**src/rtl/glbl_fifo_reader_if.sv**
```systemverilog
// ---------------------------------------------------------------------------
// glbl_fifo_reader_if
//   Groups the FIFO read side and the framed output beat stream of the
//   global event FIFO reader.
//
//   FIFO side : FIFO_DOUT (read data, valid one cycle after FIFO_RD_EN),
//               FIFO_EMPTY, FIFO_RD_EN (pop strobe)
//   Beat side : M_DATA, M_VALID, M_READY, M_SOP, M_EOP, M_CHAN, M_BC
//
//   modport master : the reader (drives FIFO_RD_EN and the M_* beat outputs)
//   modport slave  : the environment (FIFO plus downstream consumer)
// ---------------------------------------------------------------------------
interface glbl_fifo_reader_if #(
   parameter int WIDTH = 16
);
   logic [WIDTH-1:0] FIFO_DOUT;
   logic             FIFO_EMPTY;
   logic             FIFO_RD_EN;
   logic [WIDTH-1:0] M_DATA;
   logic             M_VALID;
   logic             M_READY;
   logic             M_SOP;
   logic             M_EOP;
   logic [2:0]       M_CHAN;
   logic [11:0]      M_BC;

   modport master (
      input  FIFO_DOUT, FIFO_EMPTY, M_READY,
      output FIFO_RD_EN, M_DATA, M_VALID, M_SOP, M_EOP, M_CHAN, M_BC
   );

   modport slave (
      output FIFO_DOUT, FIFO_EMPTY, M_READY,
      input  FIFO_RD_EN, M_DATA, M_VALID, M_SOP, M_EOP, M_CHAN, M_BC
   );
endinterface

```
**src/rtl/glbl_fifo_reader.sv**
```systemverilog
// ---------------------------------------------------------------------------
// glbl_fifo_reader
//   Drains the global event FIFO and frames its word stream into events:
//   one header {1'b0, CHSEL[2:0], BC[11:0]} followed by HOWMANY samples.
//   Each event leaves as a valid/ready beat stream tagged SOP/EOP with the
//   channel and BC of the event the beat belongs to.
//
//   Ports
//     CK50     : clock, all logic on the rising edge
//     RST      : asynchronous active-high reset (FIFO is reset alongside)
//     bus      : glbl_fifo_reader_if.master (FIFO read side + beat stream)
//     HOWMANY  : samples per event, captured when a header arrives
//     BUSY     : high while an event is partially delivered
//     FRM_ERR  : sticky framing error, cleared only by RST
//
//   Optional feature, macro GLBL_RDR_TIMEOUT_EN:
//     a stall in DATA with the FIFO empty for 16'hFFFF cycles closes the
//     event with a 16'hDEAD EOP beat, sets FRM_ERR and returns to HDR.
// ---------------------------------------------------------------------------
module glbl_fifo_reader #(
   parameter int SIZE  = 8,
   parameter int WIDTH = 16
) (
   input  logic                  CK50,
   input  logic                  RST,
   glbl_fifo_reader_if.master    bus,
   input  logic [SIZE-1:0]       HOWMANY,
   output logic                  BUSY,
   output logic                  FRM_ERR
);

   typedef enum logic [0:0] {
      ST_HDR  = 1'b0,
      ST_DATA = 1'b1
   } state_t;

   typedef struct packed {
      logic [WIDTH-1:0] data;
      logic             sop;
      logic             eop;
      logic [2:0]       chan;
      logic [11:0]      bc;
   } entry_t;

   state_t           state_r, next_state_s;
   logic [SIZE-1:0]  rem_r, next_rem_s;
   logic [2:0]       chan_r, next_chan_s;
   logic [11:0]      bc_r, next_bc_s;
   logic             inflight_r;
   logic [1:0]       occ_r;
   entry_t           head_r, tail_r;
   logic             busy_r;
   logic             frm_err_r;

   logic             arrive_s;
   logic             xfer_s;
   logic             wr_s;
   entry_t           wr_entry_s;
   logic             set_err_s;
   logic             inject_s;
   logic [2:0]       load_s;
   logic             rd_en_s;
   logic             m_valid_s;

   // A popped word is on FIFO_DOUT exactly one cycle after the pop.
   assign arrive_s  = inflight_r;
   assign m_valid_s = (occ_r != 2'd0);
   assign xfer_s    = m_valid_s & bus.M_READY;

`ifdef GLBL_RDR_TIMEOUT_EN
   logic [15:0] stall_r;

   // Stall counter: cycles spent in DATA waiting on an empty FIFO.
   always_ff @(posedge CK50 or posedge RST) begin
      if (RST) begin
         stall_r <= 16'h0000;
      end else if (arrive_s || (state_r != ST_DATA)) begin
         stall_r <= 16'h0000;
      end else if (bus.FIFO_EMPTY && (stall_r != 16'hFFFF)) begin
         stall_r <= stall_r + 16'h0001;
      end else begin
         stall_r <= stall_r;
      end
   end

   // The filler beat waits for a free buffer slot; counter saturates meanwhile.
   assign inject_s = (state_r == ST_DATA) && (stall_r == 16'hFFFF) && !arrive_s &&
                     !((occ_r == 2'd2) && !xfer_s);
`else
   assign inject_s = 1'b0;
`endif

   // Words buffered after this cycle's transfer plus words still in flight;
   // counting the outgoing beat keeps one pop per cycle under M_READY=1.
   always_comb begin
      load_s  = {1'b0, occ_r} + {2'b00, inflight_r} + {2'b00, inject_s} - {2'b00, xfer_s};
      rd_en_s = !RST && !bus.FIFO_EMPTY && (load_s < 3'd2);
   end

   // Framing FSM next state and the tag of the word entering the buffer.
   always_comb begin
      next_state_s = state_r;
      next_rem_s   = rem_r;
      next_chan_s  = chan_r;
      next_bc_s    = bc_r;
      wr_s         = 1'b0;
      wr_entry_s   = '0;
      set_err_s    = 1'b0;
      if (arrive_s) begin
         case (state_r)
            ST_HDR: begin
               if (bus.FIFO_DOUT[15]) begin
                  // Not a header: drop it and keep hunting for one.
                  set_err_s = 1'b1;
               end else begin
                  next_chan_s     = bus.FIFO_DOUT[14:12];
                  next_bc_s       = bus.FIFO_DOUT[11:0];
                  next_rem_s      = HOWMANY;
                  wr_s            = 1'b1;
                  wr_entry_s.data = bus.FIFO_DOUT;
                  wr_entry_s.sop  = 1'b1;
                  wr_entry_s.eop  = (HOWMANY == {SIZE{1'b0}});
                  wr_entry_s.chan = bus.FIFO_DOUT[14:12];
                  wr_entry_s.bc   = bus.FIFO_DOUT[11:0];
                  if (HOWMANY == {SIZE{1'b0}}) begin
                     next_state_s = ST_HDR;
                  end else begin
                     next_state_s = ST_DATA;
                  end
               end
            end
            ST_DATA: begin
               next_rem_s      = rem_r - {{(SIZE-1){1'b0}}, 1'b1};
               wr_s            = 1'b1;
               wr_entry_s.data = bus.FIFO_DOUT;
               wr_entry_s.sop  = 1'b0;
               wr_entry_s.eop  = (rem_r == {{(SIZE-1){1'b0}}, 1'b1});
               wr_entry_s.chan = chan_r;
               wr_entry_s.bc   = bc_r;
               if (rem_r == {{(SIZE-1){1'b0}}, 1'b1}) begin
                  next_state_s = ST_HDR;
               end else begin
                  next_state_s = ST_DATA;
               end
            end
            default: begin
               next_state_s = ST_HDR;
            end
         endcase
      end else if (inject_s) begin
         wr_s            = 1'b1;
         wr_entry_s.data = 16'hDEAD;
         wr_entry_s.sop  = 1'b0;
         wr_entry_s.eop  = 1'b1;
         wr_entry_s.chan = chan_r;
         wr_entry_s.bc   = bc_r;
         set_err_s       = 1'b1;
         next_rem_s      = {SIZE{1'b0}};
         next_state_s    = ST_HDR;
      end else begin
         next_state_s = state_r;
      end
   end

   // Framing state, event context, in-flight flag, sticky error.
   always_ff @(posedge CK50 or posedge RST) begin
      if (RST) begin
         state_r    <= ST_HDR;
         rem_r      <= {SIZE{1'b0}};
         chan_r     <= 3'd0;
         bc_r       <= 12'd0;
         inflight_r <= 1'b0;
         frm_err_r  <= 1'b0;
      end else begin
         state_r    <= next_state_s;
         rem_r      <= next_rem_s;
         chan_r     <= next_chan_s;
         bc_r       <= next_bc_s;
         inflight_r <= rd_en_s;
         frm_err_r  <= frm_err_r | set_err_s;
      end
   end

   // Two-entry skid buffer; head_r always holds the beat being presented.
   always_ff @(posedge CK50 or posedge RST) begin
      if (RST) begin
         occ_r  <= 2'd0;
         head_r <= '0;
         tail_r <= '0;
      end else begin
         case ({wr_s, xfer_s})
            2'b10: begin
               if (occ_r == 2'd0) begin
                  head_r <= wr_entry_s;
               end else begin
                  tail_r <= wr_entry_s;
               end
               occ_r <= occ_r + 2'd1;
            end
            2'b01: begin
               head_r <= tail_r;
               occ_r  <= occ_r - 2'd1;
            end
            2'b11: begin
               if (occ_r == 2'd1) begin
                  head_r <= wr_entry_s;
               end else begin
                  head_r <= tail_r;
                  tail_r <= wr_entry_s;
               end
            end
            default: begin
               occ_r <= occ_r;
            end
         endcase
      end
   end

   // BUSY follows delivered beats, not arrivals.
   always_ff @(posedge CK50 or posedge RST) begin
      if (RST) begin
         busy_r <= 1'b0;
      end else if (xfer_s) begin
         if (head_r.eop) begin
            busy_r <= 1'b0;
         end else if (head_r.sop) begin
            busy_r <= 1'b1;
         end else begin
            busy_r <= busy_r;
         end
      end else begin
         busy_r <= busy_r;
      end
   end

   assign bus.FIFO_RD_EN = rd_en_s;
   assign bus.M_VALID    = m_valid_s;
   assign bus.M_DATA     = head_r.data;
   assign bus.M_SOP      = head_r.sop & m_valid_s;
   assign bus.M_EOP      = head_r.eop & m_valid_s;
   assign bus.M_CHAN     = head_r.chan;
   assign bus.M_BC       = head_r.bc;
   assign BUSY           = busy_r;
   assign FRM_ERR        = frm_err_r;

endmodule

```
**src/flat_wrapper.sv**
```systemverilog
// flat-port wrapper written by rule: the top's interface ports become plain ports
module glbl_fifo_reader_flat 
#(
   parameter int SIZE  = 8,
   parameter int WIDTH = 16
)
  (CK50, RST, HOWMANY, BUSY, FRM_ERR, bus_FIFO_DOUT, bus_FIFO_EMPTY, bus_M_READY, bus_FIFO_RD_EN, bus_M_DATA, bus_M_VALID, bus_M_SOP, bus_M_EOP, bus_M_CHAN, bus_M_BC);
  glbl_fifo_reader_if #(.WIDTH(WIDTH)) bus_i ();
  input  logic CK50;
  input  logic RST;
  input  logic [SIZE-1:0] HOWMANY;
  output logic BUSY;
  output logic FRM_ERR;
  input wire logic [$bits(bus_i.FIFO_DOUT)-1:0] bus_FIFO_DOUT;
  input wire logic [$bits(bus_i.FIFO_EMPTY)-1:0] bus_FIFO_EMPTY;
  input wire logic [$bits(bus_i.M_READY)-1:0] bus_M_READY;
  output wire logic [$bits(bus_i.FIFO_RD_EN)-1:0] bus_FIFO_RD_EN;
  output wire logic [$bits(bus_i.M_DATA)-1:0] bus_M_DATA;
  output wire logic [$bits(bus_i.M_VALID)-1:0] bus_M_VALID;
  output wire logic [$bits(bus_i.M_SOP)-1:0] bus_M_SOP;
  output wire logic [$bits(bus_i.M_EOP)-1:0] bus_M_EOP;
  output wire logic [$bits(bus_i.M_CHAN)-1:0] bus_M_CHAN;
  output wire logic [$bits(bus_i.M_BC)-1:0] bus_M_BC;
  assign bus_i.FIFO_DOUT = bus_FIFO_DOUT;
  assign bus_i.FIFO_EMPTY = bus_FIFO_EMPTY;
  assign bus_i.M_READY = bus_M_READY;
  assign bus_FIFO_RD_EN = bus_i.FIFO_RD_EN;
  assign bus_M_DATA = bus_i.M_DATA;
  assign bus_M_VALID = bus_i.M_VALID;
  assign bus_M_SOP = bus_i.M_SOP;
  assign bus_M_EOP = bus_i.M_EOP;
  assign bus_M_CHAN = bus_i.M_CHAN;
  assign bus_M_BC = bus_i.M_BC;
  glbl_fifo_reader #(.SIZE(SIZE), .WIDTH(WIDTH)) u_core (.CK50(CK50), .RST(RST), .bus(bus_i), .HOWMANY(HOWMANY), .BUSY(BUSY), .FRM_ERR(FRM_ERR));
endmodule
```
**config.mk**
```make
export PLATFORM = sky130hd
export DESIGN_NAME = glbl_fifo_reader_flat
export DESIGN_NICKNAME = d
export VERILOG_FILES = /design/src/rtl/glbl_fifo_reader_if.sv /design/src/rtl/glbl_fifo_reader.sv /design/src/flat_wrapper.sv
export SDC_FILE = /design/constraint.sdc
export NUM_CORES = 1
export LEC_CHECK = 0
export CORE_ASPECT_RATIO = 0.8
export CORE_MARGIN = 4
export CORE_UTILIZATION = 55
export CTS_BUF_LIST = sky130_fd_sc_hd__clkbuf_8
export DETAILED_ROUTE_END_ITERATION = 16
export GPL_TIMING_DRIVEN = 1
export PLACE_DENSITY = 0.8
export SLEW_MARGIN = 10
export SYNTH_ARGS = -nofsm -noshare
export SYNTH_HDL_FRONTEND = slang
export SYNTH_SLANG_ARGS = --single-unit
```
**constraint.sdc**
```tcl
create_clock -name CK50 -period 4.5 [get_ports CK50]
set_clock_uncertainty 0.2 [all_clocks]
set_input_delay 0.9 -clock CK50 [delete_from_list [all_inputs] [get_ports CK50]]
set_output_delay 0.9 -clock CK50 [all_outputs]
set_load 0.005 [all_outputs]
```
==> run metrics <==
outcome=finished, final reports clean; first-pass GRT wire length=18120 um; Yosys Warn Count=0; Max Cap Viol=0; CP endpoint kind=output port; Static Leakage=around 2.3 nW; I/O Pins=65; antenna violations before repair=0; TritonRoute pass-1 iters=7; CP startpoint kind=input pin; crit path max fanout=3; Synthesized Nets=526; P_sw=1.260 mW; detailed placement HPWL=about 7200 um; share of layout cells above drive strength 1=about 15%; critical path data required time=approximately 3.4 ns; final setup margin=0.1235 ns; DR WL/cell=16.82 um; Filler cells=between 600 and 700; min-delay src=u_core.FRM_ERR; Chip Height=slightly above 90 um; endpoints failing setup=0; sequential share of power=about two fifths; largest net degree at the start of global routing=67; VDD IR max=roughly 450 uV; Vias/cell=between 5 and 6; Rows=30; hold buffers post-CTS=0; GRT Overall Usage=a little over a fifth; Reg2Reg Launch Point=u_core.occ_r[1]; htree depth=3; CTS Buf Count=9; Clock Pin Slew Worst Setup and Hold Paths=approximately 0.090 ns; top cells by area, synth=dfrtp_1 (48%), buf_4 (5.7%), mux2_2 (4.8%); final instance area=between 0.005 and 0.006 mm2; GRT overflow=0; sequential area share after synthesis=between 40 and 50%; post-placement cell area=0.005386 mm2; max incr delay on CP=roughly 0.55 ns; Area growth syn-to-layout=14.18%; CTS tree=built; clock share of power=~17%; Hold Slack=roughly 0.28 ns; setup TNS=0 ns; crit path DAT=roughly 3.3 ns; sequential cell area=around 0.0024 mm2; Sw Share=between 30% and 40%; CP startpoint=bus_M_READY; Power Dens Cells=between 600 and 700 mW/mm2; starting DRC count in detailed routing=between 200 and 300; combinational share of power=between 40 and 50%; slowest CP cell=clkdlybuf4s50_1; Final Hold Viols=0; most frequent CP cell=clkdlybuf4s50_1; final std cells w/o fill=632; routability cong.=0.8195; top_reg_cell synth=dfrtp_1; vias in the first global route=roughly 3600; Multi-input gate area=just over 0.002 mm2; fin crit share=between 90% and 100%; final core utilization=between 60% and 70%; critical path class=input pin to output port; Int Pwr=2.260 mW; ys async rst share=100.0%; distinct cell type count after synthesis=between 40 and 50; Min-Delay Path Class=flop to flop; core area=around 0.0086 mm2; Initial Util=a little under three fifths; CP Cell Sequence=clkdlybuf4s50_1 -> nand2b_4 -> inv_4 -> ha_1 -> nand2b_1 -> fa_1 -> xor2_1 -> nor4b_2 -> clkdlybuf4s50_1; DRT Wirelength=10630 um; synthesized area per cell=between 10 and 15 um2; DRC viols=0; Pins Over Slew Limit=0; die area=0.01052 mm2; RSZ-0062 raised after global routing=no; placed insts=a little over 600; share of the synthesized area in the top cell type=slightly below 50%; Post-Synthesis Cells=between 400 and 500; IO Port Bufs=64; Post-CTS Setup Repair Bufs=0; Inserted Diodes=0; post-layout minimum cycle time=about 4.4 ns; antenna viol nets, final=0; CTS sink count=95; number of synthesized flops with an enable pin=0; Synth area leader=dfrtp_1; post-layout total power=about 3.5 mW; Nets=approximately 550; Root Driver=clkbuf_8; via count=about 3600; Max Fclk=~230 MHz; post-place setup slack=0.01886 ns; Max clock buf depth=2; Worst-Margin Slew=roughly 0.93 ns; Post-Syn Area=~0.005 mm2; Rel. slew slack=37.97%; Seq cells post-synth=95; later-pin clock latency in the skew report=approximately 0.35 ns; Die W=between 100 and 150 um
## final cells by class
| class | count | area share [%] |
|---|---|---|
| Sequential cell | 95 | 42.35 |
| Multi-Input combinational cell | 317 | 36.65 |
| Timing Repair Buffer | 78 | 13.51 |
| Tap cell | 112 | 2.497 |
| Clock buffer | 10 | 2.452 |
| Clock inverter | 5 | 1.471 |
| Inverter | 15 | 1.070 |
## path summary, 6_finish.rpt
path	end	slack [ns]	cells past startpoint
setup / recovery	bus_FIFO_RD_EN	0.12	9
hold / removal	u_core.FRM_ERR	0.28	1
setup reg to reg	u_core.bus.M_DATA[9]	1.63	11
hold reg to reg	u_core.FRM_ERR	0.28	1
max in group asynchronous	u_core.bc_r[9]	2.49	3
min in group asynchronous	u_core.bus.M_DATA[14]	0.88	2
## synthesized netlist by cell type (4+ instances only)
cell type	n
buf_4	37
inv_1	13
a21oi_2	9
a21oi_1	33
nor3b_1	8
nand3_1	13
clkbuf_1	8
dfrtp_1	95
mux2_2	21
nor2_1	37
buf_2	7
ha_1	8
buf_6	5
nand2_1	57
o21ai_0	44
buf_1	4
and2_1	8
o22ai_1	4
a22oi_1	8
a22oi_2	9
a2bb2oi_1	22
## layout by cell type (no fill, tap or decap), types with 2 or more instances in the layout
cell type / netlist / final
clkdlybuf4s50_1: 0 / 64
o21ai_0: 44 / 44
nand3_1: 13 / 13
a21oi_2: 9 / 9
nor4_1: 2 / 2
inv_1: 13 / 12
nor3b_1: 8 / 8
a21oi_1: 33 / 33
nor3_1: 2 / 2
a22oi_2: 9 / 9
bufinv_16: 0 / 2
buf_4: 37 / 13
and2_1: 8 / 8
a22oi_1: 8 / 8
nand2b_1: 3 / 3
nor2_1: 37 / 37
mux2_1: 3 / 3
xnor2_1: 2 / 2
clkinvlp_4: 0 / 3
o22ai_1: 4 / 4
ha_1: 8 / 8
clkbuf_8: 0 / 10
a2bb2oi_1: 22 / 22
o211ai_1: 2 / 2
a31o_2: 2 / 2
mux2i_1: 2 / 2
mux2_2: 21 / 21
dfrtp_1: 95 / 95
nor2b_1: 2 / 2
nand2_1: 57 / 57
## cells by family after synthesis
kind of cell / after synthesis / synth area share [%]
flops: 95 / 48.36
buf+inv: 77 / 9.926
compound gates: 139 / 19.37
mux: 26 / 5.905
xor+xnor: 3 / 0.5346
simple gates: 140 / 13.46
fa+ha+maj: 9 / 2.443
## power groups by stage
stage	combinational (mW)	sequential (mW)	clock (mW)
finish	1.53	1.38	0.614
global route	1.70	1.42	0.662
floorplan	1.20	1.34	0
global placement	1.48	1.37	0
detailed placement	1.53	1.40	0
CTS	1.54	1.38	0.628
## state kept, by name (all words and copies together), names as in the netlist
name	cells
u_core.chan_r	3
u_core.tail_r	33
u_core.rem_r	8
u_core.occ_r	2
u_core.state_r	1
u_core.bus.M_DATA	16
u_core.FRM_ERR	1
u_core.arrive_s	1
u_core.bus.M_BC	12
u_core.bus.M_CHAN	3
u_core.head_r	2
u_core.bc_r	12
u_core.BUSY	1
## metal layers
| layer | wire (um) | vias to the layer above | global-route usage, % |
|---|---|---|---|
| met4 | 104 | 0 | 4.605 |
| met1 | 4792 | 1732 | 29.72 |
| met2 | 5186 | 103 | 35.25 |
| met3 | 549 | 12 | 4.246 |
| met5 | 0 | - | 0 |
| li1 | - | 1720 | - |
## timing repair
item,4_1_cts,5_1_grt
setup endpoints to repair,0,1
endpoints found under the hold margin,0,0
gates resized for setup,0,1
## worst max-delay path: cells and delay by family
family | cells | cell delay [ns]
adders and majority gates | 2 | 0.59
xor gates and xnor gates | 1 | 0.17
and+or+nand+nor | 3 | 0.49
buffers and inverters | 3 | 1.11
No activity file was read; power rests on OpenSTA's default activity.
